--- src/rtl/imem_responder.sv ---
// Instruction-memory responder: accepts one fetch read at a time and returns the
// addressed word LATENCY cycles later; a side port loads program words.
module imem_responder #(
    parameter int unsigned ADDR_W  = 16,
    parameter int unsigned DATA_W  = 16,
    parameter int unsigned DEPTH   = 256,
    parameter int unsigned LATENCY = 2
) (
    input  logic              clk,
    input  logic              rst,
    input  logic              req_valid,
    input  logic [ADDR_W-1:0] req_addr,
    output logic              req_ready,
    input  logic              flush,
    output logic              rsp_valid,
    output logic [DATA_W-1:0] rsp_data,
    output logic [ADDR_W-1:0] rsp_addr,
    output logic              rsp_err,
    input  logic              ld_en,
    input  logic [ADDR_W-1:0] ld_addr,
    input  logic [DATA_W-1:0] ld_data
);

    localparam int unsigned IDX_W = (DEPTH > 1) ? $clog2(DEPTH) : 1;
    localparam int unsigned CNT_W = 3;

    typedef enum logic [1:0] {
        S_IDLE,
        S_WAIT,
        S_RESP
    } state_t;

    state_t              state_q, state_d;
    logic [CNT_W-1:0]    cnt_q, cnt_d;
    logic [DATA_W-1:0]   cap_data_q, cap_data_d;
    logic [ADDR_W-1:0]   cap_addr_q, cap_addr_d;
    logic                cap_err_q, cap_err_d;
    logic                rsp_valid_q, rsp_valid_d;
    logic [DATA_W-1:0]   rsp_data_q, rsp_data_d;
    logic [ADDR_W-1:0]   rsp_addr_q, rsp_addr_d;
    logic                rsp_err_q, rsp_err_d;

    logic [DATA_W-1:0]   mem [DEPTH];
    logic                accept;
    logic                rd_in_range;
    logic                ld_in_range;
    logic [DATA_W-1:0]   rd_data;

    assign req_ready   = rst && (state_q == S_IDLE || state_q == S_RESP);
    assign accept      = req_valid && req_ready;
    assign rd_in_range = req_addr < ADDR_W'(DEPTH);
    assign ld_in_range = ld_addr < ADDR_W'(DEPTH);
    // Array read is sampled at the accept edge, so a same-edge load is not seen.
    assign rd_data     = rd_in_range ? mem[req_addr[IDX_W-1:0]] : '0;

    assign rsp_valid = rsp_valid_q;
    assign rsp_data  = rsp_data_q;
    assign rsp_addr  = rsp_addr_q;
    assign rsp_err   = rsp_err_q;

    // Program load port, independent of the read FSM; contents survive reset.
    always_ff @(posedge clk) begin
        if (ld_en && ld_in_range) begin
            mem[ld_addr[IDX_W-1:0]] <= ld_data;
        end
    end

    // Next-state and response output logic.
    always_comb begin
        state_d     = state_q;
        cnt_d       = cnt_q;
        cap_data_d  = cap_data_q;
        cap_addr_d  = cap_addr_q;
        cap_err_d   = cap_err_q;
        rsp_valid_d = 1'b0;
        rsp_data_d  = rsp_data_q;
        rsp_addr_d  = rsp_addr_q;
        rsp_err_d   = rsp_err_q;

        if (accept) begin
            cap_data_d = rd_data;
            cap_addr_d = req_addr;
            cap_err_d  = ~rd_in_range;
        end

        case (state_q)
            S_IDLE, S_RESP: begin
                if (accept) begin
                    if (LATENCY == 1) begin
                        state_d     = S_RESP;
                        rsp_valid_d = 1'b1;
                        rsp_data_d  = rd_data;
                        rsp_addr_d  = req_addr;
                        rsp_err_d   = ~rd_in_range;
                    end else begin
                        state_d = S_WAIT;
                        cnt_d   = CNT_W'(LATENCY - 2);
                    end
                end else begin
                    state_d = S_IDLE;
                end
            end
            S_WAIT: begin
                if (flush) begin
                    state_d = S_IDLE;
                end else if (cnt_q == '0) begin
                    state_d     = S_RESP;
                    rsp_valid_d = 1'b1;
                    rsp_data_d  = cap_data_q;
                    rsp_addr_d  = cap_addr_q;
                    rsp_err_d   = cap_err_q;
                end else begin
                    cnt_d = cnt_q - CNT_W'(1);
                end
            end
            default: state_d = S_IDLE;
        endcase
    end

    always_ff @(posedge clk or negedge rst) begin
        if (!rst) begin
            state_q     <= S_IDLE;
            cnt_q       <= '0;
            cap_data_q  <= '0;
            cap_addr_q  <= '0;
            cap_err_q   <= 1'b0;
            rsp_valid_q <= 1'b0;
            rsp_data_q  <= '0;
            rsp_addr_q  <= '0;
            rsp_err_q   <= 1'b0;
        end else begin
            state_q     <= state_d;
            cnt_q       <= cnt_d;
            cap_data_q  <= cap_data_d;
            cap_addr_q  <= cap_addr_d;
            cap_err_q   <= cap_err_d;
            rsp_valid_q <= rsp_valid_d;
            rsp_data_q  <= rsp_data_d;
            rsp_addr_q  <= rsp_addr_d;
            rsp_err_q   <= rsp_err_d;
        end
    end

endmodule
--- config.mk ---
export PLATFORM = sky130hd
export DESIGN_NAME = imem_responder
export DESIGN_NICKNAME = d
export VERILOG_FILES = /design/src/rtl/imem_responder.sv
export SDC_FILE = /design/constraint.sdc
export NUM_CORES = 2
export LEC_CHECK = 0
export CAP_MARGIN = 40
export CORE_ASPECT_RATIO = 0.75
export CORE_MARGIN = 2
export CORE_UTILIZATION = 40
export DETAILED_ROUTE_END_ITERATION = 16
export PLACE_DENSITY = 0.66
export SETUP_SLACK_MARGIN = 0.5
export SLEW_MARGIN = 10
export SYNTH_ARGS = -nofsm -noshare
export SYNTH_HDL_FRONTEND = slang
export SYNTH_SLANG_ARGS = --single-unit
export TNS_END_PERCENT = 5
--- constraint.sdc ---
create_clock -name clk -period 5.1 [get_ports clk]
set_clock_uncertainty 0.2 [all_clocks]
set_input_delay 1.53 -clock clk [delete_from_list [all_inputs] [get_ports clk]]
set_output_delay 1.53 -clock clk [all_outputs]
set_load 0.02 [all_outputs]
# After elaboration in Yosys (flattened, before gate mapping)
# Memories as Yosys holds them, arrays and structs flattened.
# Cells that the tools add are included.
[totals]
regBits = 72
ram_bits = 4096
inputBits = 53
out_inout_bits = 35
elab_cells = 45
mem_count = 1
[classes]
addsub = 1
magnitude_cmp = 2
eq_ne = 6
muxes = 14
n_bitwise = 2
reduce_logical = 10
[memory_table]
columns = ["name", "words", "word_bits", "read_ports", "rd_ports_with_merged_regs", "write_ports", "line_no", "source"]
rows = [
  ["mem", 256, 16, 1, 0, 1, "43", "logic [DATA_W-1:0] mem [DEPTH];"],
]
[ops]
columns = ["cell", "n"]
rows = [
  ["$lt A16 B9 Y1 const B", 2],
  ["$mux W16", 1],
  ["$mux W3", 3],
  ["$mux W1", 6],
  ["$ne A2 B2 Y1 const B", 3],
  ["$pmux W3 S2", 1],
  ["$mux W2", 2],
  ["$pmux W2 S2", 1],
  ["$reduce_and A4 Y1", 1],
  ["$logic_and A1 B1 Y1", 3],
  ["$logic_not A3 Y1", 1],
  ["$ne A3 B3 Y1 const B", 1],
  ["$reduce_and A3 Y1", 1],
  ["$sub A3 B1 Y3 const B", 1],
  ["$eq A2 B1 Y1 const B", 1],
  ["$eq A2 B2 Y1 const B", 1],
  ["$logic_not A2 Y1", 1],
  ["$not A1 Y1", 2],
  ["$reduce_bool A2 Y1", 1],
  ["$reduce_or A2 Y1", 1],
  ["$logic_or A1 B1 Y1", 1],
]

# Longest topological paths before layout
[depth]
ltp_word = 6
ltp_mapped = 13
mapped_depth_nobuf = 8

# Least setup slack after synthesis
# No wires, ideal clock.
[synth_timing]
path_type = "input-to-reg"
from = "in ld_addr[15]"
to = "mem mem[118][0] (enable)"
setup_ns = 0.388
t_arrival_ns = 3.398
required_time_ns = 4.512
setup_slack_ns = 1.114
stages = 6
path_buffers = 1
cell_sequence = "nor3_1 nand4_1 nor3b_1 nand3_1 clkbuf_1 nor2_1"
[synth_between]
elab_chain_len = 4
[synth_lines]
columns = ["element", "line_no", "source"]
rows = [
  ["from (decl)", "20", "input logic [ADDR_W-1:0] ld_addr,"],
  ["$lt A16 B9 Y1", "52", "assign ld_in_range = ld_addr < ADDR_W'(DEPTH);"],
  ["$logic_and A1 B1 Y1", "63", "if (ld_en && ld_in_range) begin"],
  ["$mux W1", "63", ""],
  ["$mux W1 (not written as such)", "64", "mem[ld_addr[IDX_W-1:0]] <= ld_data;"],
  ["to (decl)", "43", ""],
]
# No other way between the ends.

# Final worst setup path
[layout_timing]
from = "in req_addr[0]"
to = "reg cap_data_q[4]"
[layout_between]
elab_chain_len = 2
word_cells_on_any_way = 3
cone_classes = "order compare (1); mux (1); memory (1)"
[layout_lines]
columns = ["element", "line_no", "source"]
rows = [
  ["from (decl)", "12", "input logic [ADDR_W-1:0] req_addr,"],
  ["$mem_v2 Z256 W16 / $lt A16 B9 Y1 (equally long branches)", "n/a", ""],
  ["$mux W16 *", "54", "assign rd_data = rd_in_range ? mem[req_addr[IDX_W-1:0]] : '0;"],
  ["to (signal assigned)", "134", "cap_data_q <= cap_data_d;"],
  ["to (decl)", "35", "logic [DATA_W-1:0] cap_data_q, cap_data_d;"],
]
# Mark *: on every way between the ends. The rest lies on a longest branch, timed or not.
# A chain may end at the register's enable or synchronous reset.

==> flow_summary.ini <==
[timing]
whs_ps = 270
tightest_slew_ps = 1370
setup_viol = 0
slew_violations = 0
rsz0062_at_grt = false
fmax_ghz = 0.219
final.period_utilization = 0.897
hold_viol = 0
maxSlewHeadroom = 0.0888
fin_crit_ps = 4570

[layout]
drive_gt1_frac = 0.232
finalNetCount = 8815
area_growth_pct = 15.4
final_area_um2 = 187000

[clocking]
cts_setup_buffers = 0
clk_path_buf_depth = 4
cts_max_level = 5
cts_sinks = 4168
ctsResizeCount = 0
hold_buffers = 0
cts_tree = done
cts_buffers = 382
clk_latency_ps = 950
clk_pin_slew_ps = 60
root_buffer = clkbuf_16

[floorplan]
coreArea_um2 = 403000
rows = 202
fp.dieH_um = 555
start_util = 0.401
die_w_um = 739
dieArea_um2 = 410000
io_pins = 88

[synth]
avgSynthCellArea_um2 = 20.3
synth_most_common_cell = edfxtp_1
yosysTopAreaCellShare = 0.760
yosys-top-cells-area = edfxtp_1 76%, mux4_2 9.2%, mux2i_1 4.6%
yosysSeqAreaShare = 0.771
ys_types = 83
synthArstFlopShare = 0.0173
yosys.area.top_type = edfxtp_1
synth_nets = 8023
syn-instance-count = 7968
ys_warn_count = 0
ys.flop_type = edfxtp_1
netlist_top_cells_count = 4096 x edfxtp_1, 745 x mux2i_1, 664 x mux4_2
syn_area_um2 = 162000
synth_edf_count = 4096
yosys_register_bits = 4168

[route]
antenna_left = 0
routed_wl_um = 475000
vias = 87700
drc = 0
wl_per_cell_um = 32.8
first_pass_iters = 6
vias_per_cell = 6.06
drt_first_iter_violations = 15400

[grt]
grt_pass1_vias = 84300
antenna_found_initial = 43
grt_start_max_net_pins = 132
grt_pass1_wl_um = 662000
grt-ovfl-total = 0
grt_util_all_layers = 0.226

[critical_path]
slowest_stage = nor2_1
r2r-end = cap_data_q[15]
crit_path_end_kind = flop
ff2ff_path_depth = 6
timing.critical_path.arrival_ps = 5140
critPathMaxStageDelay_ps = 630
r2r_slack_ps = 1710
worstPathCellList = buf_16 -> buf_4 -> buf_4 -> mux4_2 -> and2_1 -> o221ai_1 -> a21oi_1 -> a221o_1 -> nor2_1 -> nor3b_1
crit_fanout = 22
critPathTopFamily = compound AO/OA/AOI/OAI gates
required_ps = 5670
worstPathBufferInverterCount = 3
critPathLaunchType = primary input
cpMostUsedCell = buf_4
worstSetupPathType = primary input to flop
rr_startpoint = mem[215][15]

[min_path]
hold_depth = 2
min_path_type = flop to flop
holdPathEnd = rsp_addr[2]
hold_start = cap_addr_q[2]

[pwr]
internal_power_mw = 55.1
cellPowerDensity_nw_per_um2 = 378
p_sw_mw = 15.6
combPwrFrac = 0.062
switching_share = 0.221
seq_power_share = 0.534
report.power.total_mw = 70.7
clockPowerShare = 0.404
peakVddDrop_v = 0.000282
leakage_nw = 60.5

[place]
post_dp_cell_area_um2 = 175000
place.gp.congestion = 0.920
dp_hpwl_um = 300000
portBuffers = 87

[run_status]
status = finished clean

[run]
max_cap_viol_count = 0
==> through the flow <==
stage	util	TNS, ps	instances	setup WS (ps)
5_1_grt	0.463	0	14500	524
3_3_place_gp	0.433	-2600	13800	-796
2_1_floorplan	-	0	7968	1110
4_1_cts	0.463	0	14500	625
3_5_place_dp	0.433	-1120	13800	-382
6_report	0.463	0	14500	525
==> registers in the layout (all words and copies together) (netlist names) <==
| signal | count |
|---|---|
| cap_err_q | 1 |
| state_q | 2 |
| mem | 4096 |
| cnt_q | 3 |
| rsp_data | 16 |
| rsp_err | 1 |
| cap_data_q | 16 |
| rsp_addr | 16 |
| rsp_valid | 1 |
| cap_addr_q | 16 |
==> routing by layer <==
metal / track usage / part of all wire / vias to the layer above
met5: 0 / 0.00027 / -
met4: 0.0595 / 0.028 / 18
met3: 0.0755 / 0.15 / 707
met2: 0.321 / 0.43 / 6171
met1: 0.333 / 0.39 / 46000
li1: - / - / 34900
==> cells in the final DEF, fill, tap and decap left out, drive strengths merged, types with 166 or more instances in the layout <==
cell and n:
a21oi 166, o221ai 252, buf 829, mux2i 745, mux4 664, nand2 242
clkbuf 460, nor2 352, edfxtp 4096, clkinv 169, o22ai 212
==> power by group through the flow <==
stage / combinational [mW] / clock (mW) / sequential, mW
finish: 4.39 / 28.6 / 37.8
global route: 4.53 / 30.1 / 37.8
CTS: 4.30 / 28.8 / 37.8
detailed placement: 4.29 / 0 / 38.5
global placement: 4.20 / 0 / 38.5
floorplan: 2.00 / 0 / 38.6
==> worst register-to-register path: cells and delay by family, from the launching register on <==
family / cells / cell delay (ps)
compound gates: 2 / 350
flops: 1 / 380
simple gates: 3 / 1780
mux: 1 / 530
==> layout make-up <==
class                           count  area (um2)
Inverter                            8        42.5
Timing Repair Buffer              894        9060
Clock inverter                    232        2270
Tap cell                         5406        6760
Sequential cell                  4168      125000
Antenna cell                       14        35.0
Multi-Input combinational cell   3306       34000
Clock buffer                      458        9950
Fill cell                       33100      216000
==> how the worst max path moves through the flow <==
stage	start	end	slack (ps)	cells past startpoint
after floorplan	ld_addr[15]	mem[118][0]	1110	6
after global placement	req_addr[0]	cap_data_q[9]	-800	12
after detailed placement	req_addr[0]	cap_data_q[12]	-380	11
after CTS	req_addr[0]	cap_data_q[12]	620	11
after global routing	req_addr[0]	cap_data_q[12]	520	11
final	req_addr[0]	cap_data_q[4]	530	10
==> cells by family after synthesis <==
logic type               after synthesis  synth area share
AO/OA/AOI/OAI                       1024            0.0452
XOR/XNOR                               1         0.0000541
adder cells (fa/ha/maj)                2          0.000154
buffers and inverters                494            0.0210
flip-flops                          4168             0.771
multiplexers                        1435             0.140
AND/OR/NAND/NOR                      844            0.0228
Note: power is estimated with default switching activity, not from simulation.
